--- src/rtl/scan_pkg.sv ---
// -----------------------------------------------------------------------------
// scan_pkg
// Shared definitions for the scan sequencer slice.
//   IDX_W_DEF   : default index width (matches a 4x16 decoder select input)
//   DWELL_W_DEF : default dwell counter width
//   state_t     : sequencer FSM state encoding (IDLE, RUN, DONE)
// -----------------------------------------------------------------------------
package scan_pkg;

  localparam int IDX_W_DEF   = 4;
  localparam int DWELL_W_DEF = 8;

  typedef enum logic [1:0] {
    IDLE = 2'd0,
    RUN  = 2'd1,
    DONE = 2'd2
  } state_t;

endpackage : scan_pkg

--- src/rtl/dwell_timer.sv ---
// -----------------------------------------------------------------------------
// dwell_timer
// Down-counter that tracks how many more accepted cycles the current index
// must be held. A load takes priority over counting; counting saturates at 0.
//   clk        : clock
//   rst        : asynchronous active-high reset (count cleared to 0)
//   i_load     : load i_load_val into the counter this cycle
//   i_load_val : value to load
//   i_en       : decrement enable (only effective while the count is nonzero)
//   o_zero     : count is zero
// -----------------------------------------------------------------------------
module dwell_timer #(
  parameter int DWELL_W = scan_pkg::DWELL_W_DEF
) (
  input  logic               clk,
  input  logic               rst,
  input  logic               i_load,
  input  logic [DWELL_W-1:0] i_load_val,
  input  logic               i_en,
  output logic               o_zero
);

  logic [DWELL_W-1:0] r_cnt;

  // NOTE: sequential state is written only with non-blocking assignments so
  // every flop samples the pre-edge values of its neighbours.
  always_ff @(posedge clk or posedge rst) begin
    if (rst) begin
      r_cnt <= '0;
    end else if (i_load) begin
      r_cnt <= i_load_val;
    end else if (i_en && (r_cnt != '0)) begin
      r_cnt <= r_cnt - DWELL_W'(1);
    end
  end

  assign o_zero = (r_cnt == '0);

endmodule : dwell_timer

--- src/rtl/scan_sequencer.sv ---
// -----------------------------------------------------------------------------
// scan_sequencer
// Steps an index from first_idx to last_idx (wrapping modulo 2^IDX_W),
// holding each index for dwell+1 cycles in which sel_ready is high.
// Optionally loops back to first_idx forever until stop.
//   clk       : clock, all state updates on the rising edge
//   rst       : asynchronous active-high reset
//   start     : single-cycle request to begin a scan (honoured in IDLE only)
//   stop      : abort a running scan (goes to DONE next edge)
//   first_idx : first index of the scan
//   last_idx  : last index of the scan
//   dwell     : extra accepted cycles spent on each index
//   loop_en   : restart at first_idx after last_idx instead of finishing
//   sel_ready : downstream can accept the current index
//   sel_out   : current index (registered)
//   sel_valid : sel_out is meaningful (registered, high in RUN)
//   busy      : scan in progress (registered, high in RUN)
//   done      : single-cycle completion pulse (registered, high in DONE)
// -----------------------------------------------------------------------------
module scan_sequencer
  import scan_pkg::*;
#(
  parameter int IDX_W   = IDX_W_DEF,
  parameter int DWELL_W = DWELL_W_DEF
) (
  input  logic               clk,
  input  logic               rst,
  input  logic               start,
  input  logic               stop,
  input  logic [IDX_W-1:0]   first_idx,
  input  logic [IDX_W-1:0]   last_idx,
  input  logic [DWELL_W-1:0] dwell,
  input  logic               loop_en,
  input  logic               sel_ready,
  output logic [IDX_W-1:0]   sel_out,
  output logic               sel_valid,
  output logic               busy,
  output logic               done
);

  state_t             r_state;
  logic [IDX_W-1:0]   r_sel;
  logic [IDX_W-1:0]   r_first;
  logic [IDX_W-1:0]   r_last;
  logic [DWELL_W-1:0] r_dwell;
  logic               r_loop;
  logic               r_valid;
  logic               r_busy;
  logic               r_done;

  logic               w_zero;
  logic               w_start;
  logic               w_accept;
  logic               w_at_last;
  logic               w_load;
  logic [DWELL_W-1:0] w_load_val;

  // Timer control. A dwell reload happens on scan start (from the live input,
  // since the latched copy is not written yet) and on every index advance
  // (from the latched copy). stop suppresses both counting and reloading.
  always_comb begin
    w_start    = (r_state == IDLE) && start;
    w_accept   = (r_state == RUN) && !stop && sel_ready;
    w_at_last  = (r_sel == r_last);
    w_load     = w_start || (w_accept && w_zero && (!w_at_last || r_loop));
    w_load_val = w_start ? dwell : r_dwell;
  end

  dwell_timer #(
    .DWELL_W (DWELL_W)
  ) u_dwell_timer (
    .clk        (clk),
    .rst        (rst),
    .i_load     (w_load),
    .i_load_val (w_load_val),
    .i_en       (w_accept),
    .o_zero     (w_zero)
  );

  // NOTE: reset clears every register, including the latched scan
  // parameters, so the block leaves reset in a fully known state.
  always_ff @(posedge clk or posedge rst) begin
    if (rst) begin
      r_state <= IDLE;
      r_sel   <= '0;
      r_first <= '0;
      r_last  <= '0;
      r_dwell <= '0;
      r_loop  <= 1'b0;
      r_valid <= 1'b0;
      r_busy  <= 1'b0;
      r_done  <= 1'b0;
    end else begin
      case (r_state)
        IDLE: begin
          r_done <= 1'b0;
          if (start) begin
            r_first <= first_idx;
            r_last  <= last_idx;
            r_dwell <= dwell;
            r_loop  <= loop_en;
            r_sel   <= first_idx;
            r_valid <= 1'b1;
            r_busy  <= 1'b1;
            r_state <= RUN;
          end
        end

        RUN: begin
          if (stop) begin
            // Abort wins over any advance; sel_out keeps its value.
            r_valid <= 1'b0;
            r_busy  <= 1'b0;
            r_done  <= 1'b1;
            r_state <= DONE;
          end else if (sel_ready && w_zero) begin
            if (!w_at_last) begin
              r_sel <= r_sel + IDX_W'(1);  // wraps modulo 2^IDX_W
            end else if (r_loop) begin
              r_sel <= r_first;
            end else begin
              r_valid <= 1'b0;
              r_busy  <= 1'b0;
              r_done  <= 1'b1;
              r_state <= DONE;
            end
          end
        end

        DONE: begin
          r_done  <= 1'b0;
          r_state <= IDLE;
        end

        default: begin
          r_valid <= 1'b0;
          r_busy  <= 1'b0;
          r_done  <= 1'b0;
          r_state <= IDLE;
        end
      endcase
    end
  end

  assign sel_out   = r_sel;
  assign sel_valid = r_valid;
  assign busy      = r_busy;
  assign done      = r_done;

endmodule : scan_sequencer

--- config.mk ---
export PLATFORM = sky130hd
export DESIGN_NAME = scan_sequencer
export DESIGN_NICKNAME = d
export VERILOG_FILES = /design/src/rtl/scan_pkg.sv /design/src/rtl/dwell_timer.sv /design/src/rtl/scan_sequencer.sv
export SDC_FILE = /design/constraint.sdc
export NUM_CORES = 1
export LEC_CHECK = 0
export CAP_MARGIN = 20
export CORE_AREA = 2 2 63 65
export CTS_CLUSTER_SIZE = 30
export DETAILED_ROUTE_END_ITERATION = 8
export DIE_AREA = 0 0 65 67
export DONT_BUFFER_PORTS = 1
export PLACE_DENSITY = 0.61
export SLEW_MARGIN = 20
export SYNTH_ARGS = -nofsm -noshare
export SYNTH_HDL_FRONTEND = slang
export SYNTH_HIERARCHICAL = 1
export SYNTH_SLANG_ARGS = --single-unit
export TNS_END_PERCENT = 1
--- constraint.sdc ---
create_clock -name clk -period 2.8 [get_ports clk]
set_input_delay 0.28 -clock clk [delete_from_list [all_inputs] [get_ports clk]]
set_output_delay 0.28 -clock clk [all_outputs]
set_load 0.01 [all_outputs]
==> metrics.txt <==
Worst Path Max Fanout=15; Antenna Cells=0; max frequency=0.410 GHz; drt pass-1 iters=4; Cell Area, Synth=roughly 1700 um^2; Pins Over Slew Limit=0; ratio of cells with drive above 1 in the final layout=between 10% and 20%; I/O pin cnt=29; critical path, cell by cell=inv_1, ha_1, or4b_4, nor2_1, nand3_1, o21ai_4, nor2b_1, a22oi_1, o41ai_1; initial core utilization=a little under half; routed vias=1,216; routed length per instance=14.5 um; CTS Root Buffer Type=clkbuf_8; WP buf/inv=1; Post-synth ARST share=100%; maximum clock insertion buffer count=2; largest net degree at the start of global routing=26; Max Cap Viol=0; peak supply drop=0.382 mV; core region area=3610 um^2; Cells after Synth=176; Pwr Density=between 1000 and 1500 nW/um^2; Hold WC Path Type=in2async; number of setup violations in the final report=0; top_reg_cell synth=dfrtp_1; Cell Area, Placed=1760 um^2; Post-DP HPWL=roughly 2400 um; IO Port Bufs=0; min Tclk post-route=2.44 ns; CP max stage cell=or4b_4; synthesized net count=201; Clock Sinks=33; Fin Setup TNS=0 ns; routability-driven placement congestion ratio=between 0.7 and 0.8; LEAKAGE=0.879 nW; slew margin rel.=38.6%; CTS tree=yes; gr usage total=around 17%; cell count along the critical path=9; CP Capture Type=flip-flop; clk_lat worst skew=roughly 0.28 ns; Avg Synthesized Cell Area=9.82 um^2; r2r worst-path depth=9; hold slack=0.0883 ns; die area=4360 um^2; leading area contributor after synthesis=dfrtp_1; H-tree depth=2; Fin. Hold Viols=0; CTS buffer count=5; kind of critical path=reg2reg; first-pass GRT wire length=5570 um; Max stage delay on crit path=0.49 ns; initial antenna violation count=0; Synth Register Bits=33; number of global-route vias before repair=1,224; Area Overhead vs Synth=8.25%; Die W=approximately 65 um; most common cell after layout, fill and taps aside=nand2_1; RR Endpoint=u_dwell_timer/r_cnt[3]$_DFFE_PP0P_; Clock transition at path regs=0.07 ns; Worst-Margin Slew=a little over 0.9 ns; Synth Warn #=6; Synth top area share=between 40 and 50%; filler cell count=325; RR Startpoint=u_dwell_timer/r_cnt[0]$_DFFE_PP0P_; cell family with most CP delay=simple AND/OR/NAND/NOR gates; vias per inst=~5.3; RSZ-0062 raised after global routing=no; crit share post-route=~87%; DRC violations left=0; Seq/Total Area, Yosys=47.8%; most frequent cells in the layout=nand2_1 (63), dfrtp_1 (33), o21ai_0 (8); synth unique cells=45; status=finished clean; Final ANT Viol Nets=0; cell area after layout=1870 um^2; Synth area leaders=dfrtp_1 (48%), nand2_1 (14%), xnor2_1 (3.5%), mux2_4 (2.6%), mux2i_1 (2.3%); worst endpoint required time=just under 3 ns; Worst R2R Setup Slack=0.36 ns; Critical Path AT=approximately 2.6 ns; Initial DRC Count=118; nets@finish=205; EDFF count, synth=0; die height=~67 um; Max Clock Skew=0.00422 ns; # rows=22; Routed WL=3330 um; Worst setup SP type=flip-flop; gr ovfl total=0
[worst register-to-register path: cells and delay by family, from the launching register on]
family	cells	cell delay (ns)
AO/OA/AOI/OAI	3	0.68
adder cells (fa/ha/maj)	1	0.18
buffers and inverters	1	0.12
flip-flops	1	0.38
AND/OR/NAND/NOR	4	0.95
[cell usage after synthesis (all sizes together) (2+ instances only)]
master	count
mux2	5
nand2b	2
dfrtp	33
o21ai	13
ha	3
clkbuf	3
xnor2	7
nand3	3
nand2	63
o31ai	2
inv	6
buf	3
and2	2
nor2	4
nand4	2
mux2i	4
xor2	3
nor3b	2
[state kept, by name (all words and copies together) (netlist names)]
name and count:
r_dwell 8, u_dwell_timer/r_cnt 8, r_first 4, r_last 4
sel_out 4, r_state 2, busy 1, done 1
r_loop 1
[final cells by class]
cell class	instances	area, um^2	share of cell area, %
Multi-Input combinational cell	131	836	44.7
Sequential cell	33	826	44.1
Clock buffer	7	96.3	5.15
Tap cell	48	60.1	3.21
Timing Repair Buffer	3	25.0	1.34
Inverter	6	22.5	1.20
Clock inverter	1	5.00	0.268
[report_power, final]
group          internal, mW  total [mW]  switching [mW]
sequential            0.702       0.925           0.223
combinational         0.396       0.881           0.485
clock                 0.222       0.391           0.169
[metrics by stage]
stage	setup slack [ns]	total power, mW	util, %	instances
6_report	0.360	2.20	51.9	229
4_1_cts	0.361	2.22	51.9	229
3_5_place_dp	0.417	1.82	48.8	220
2_1_floorplan	0.575	1.65	-	176
3_3_place_gp	0.511	1.77	48.8	220
5_1_grt	0.204	2.37	51.9	229
[how the worst max path moves through the flow]
stage / from / endpoint / slack [ns]
finish: u_dwell_timer/r_cnt[0]$_DFFE_PP0P_ / u_dwell_timer/r_cnt[3]$_DFFE_PP0P_ / 0.36
global route: u_dwell_timer/r_cnt[0]$_DFFE_PP0P_ / u_dwell_timer/r_cnt[3]$_DFFE_PP0P_ / 0.20
CTS: u_dwell_timer/r_cnt[0]$_DFFE_PP0P_ / u_dwell_timer/r_cnt[3]$_DFFE_PP0P_ / 0.36
detailed placement: u_dwell_timer/r_cnt[0]$_DFFE_PP0P_ / u_dwell_timer/r_cnt[3]$_DFFE_PP0P_ / 0.42
global placement: u_dwell_timer/r_cnt[0]$_DFFE_PP0P_ / u_dwell_timer/r_cnt[3]$_DFFE_PP0P_ / 0.51
floorplan: u_dwell_timer/r_cnt[0]$_DFFE_PP0P_ / u_dwell_timer/r_cnt[5]$_DFFE_PP0P_ / 0.57
[metal layers]
| layer | wire length [um] | up-vias | GRT usage (%) |
|---|---|---|---|
| li1 | - | 593 | - |
| met1 | 1470 | 596 | 20.7 |
| met2 | 1670 | 21 | 29.1 |
| met3 | 139 | 6 | 5.41 |
| met4 | 50 | 0 | 6.12 |
| met5 | 0 | - | 0 |
[kinds of logic (layout without fill, tap and decap cells)]
logic type | after synthesis | after routing | synth area share (%)
buffers and inverters | 12 | 17 | 3.84
AOI/OAI and AO/OA | 24 | 24 | 10.4
muxes | 9 | 9 | 6.23
DFF | 33 | 33 | 47.8
xor gates and xnor gates | 10 | 10 | 5.07
and+or+nand+nor | 85 | 85 | 24.5
adders and majority gates | 3 | 3 | 2.17
[what timing repair did]
item	CTS	global route
hold endpoints to repair	8	0
buffers inserted	0	0
gates resized for setup	0	0
hold buffers	1	0
Power figures use the tool's default switching activity.
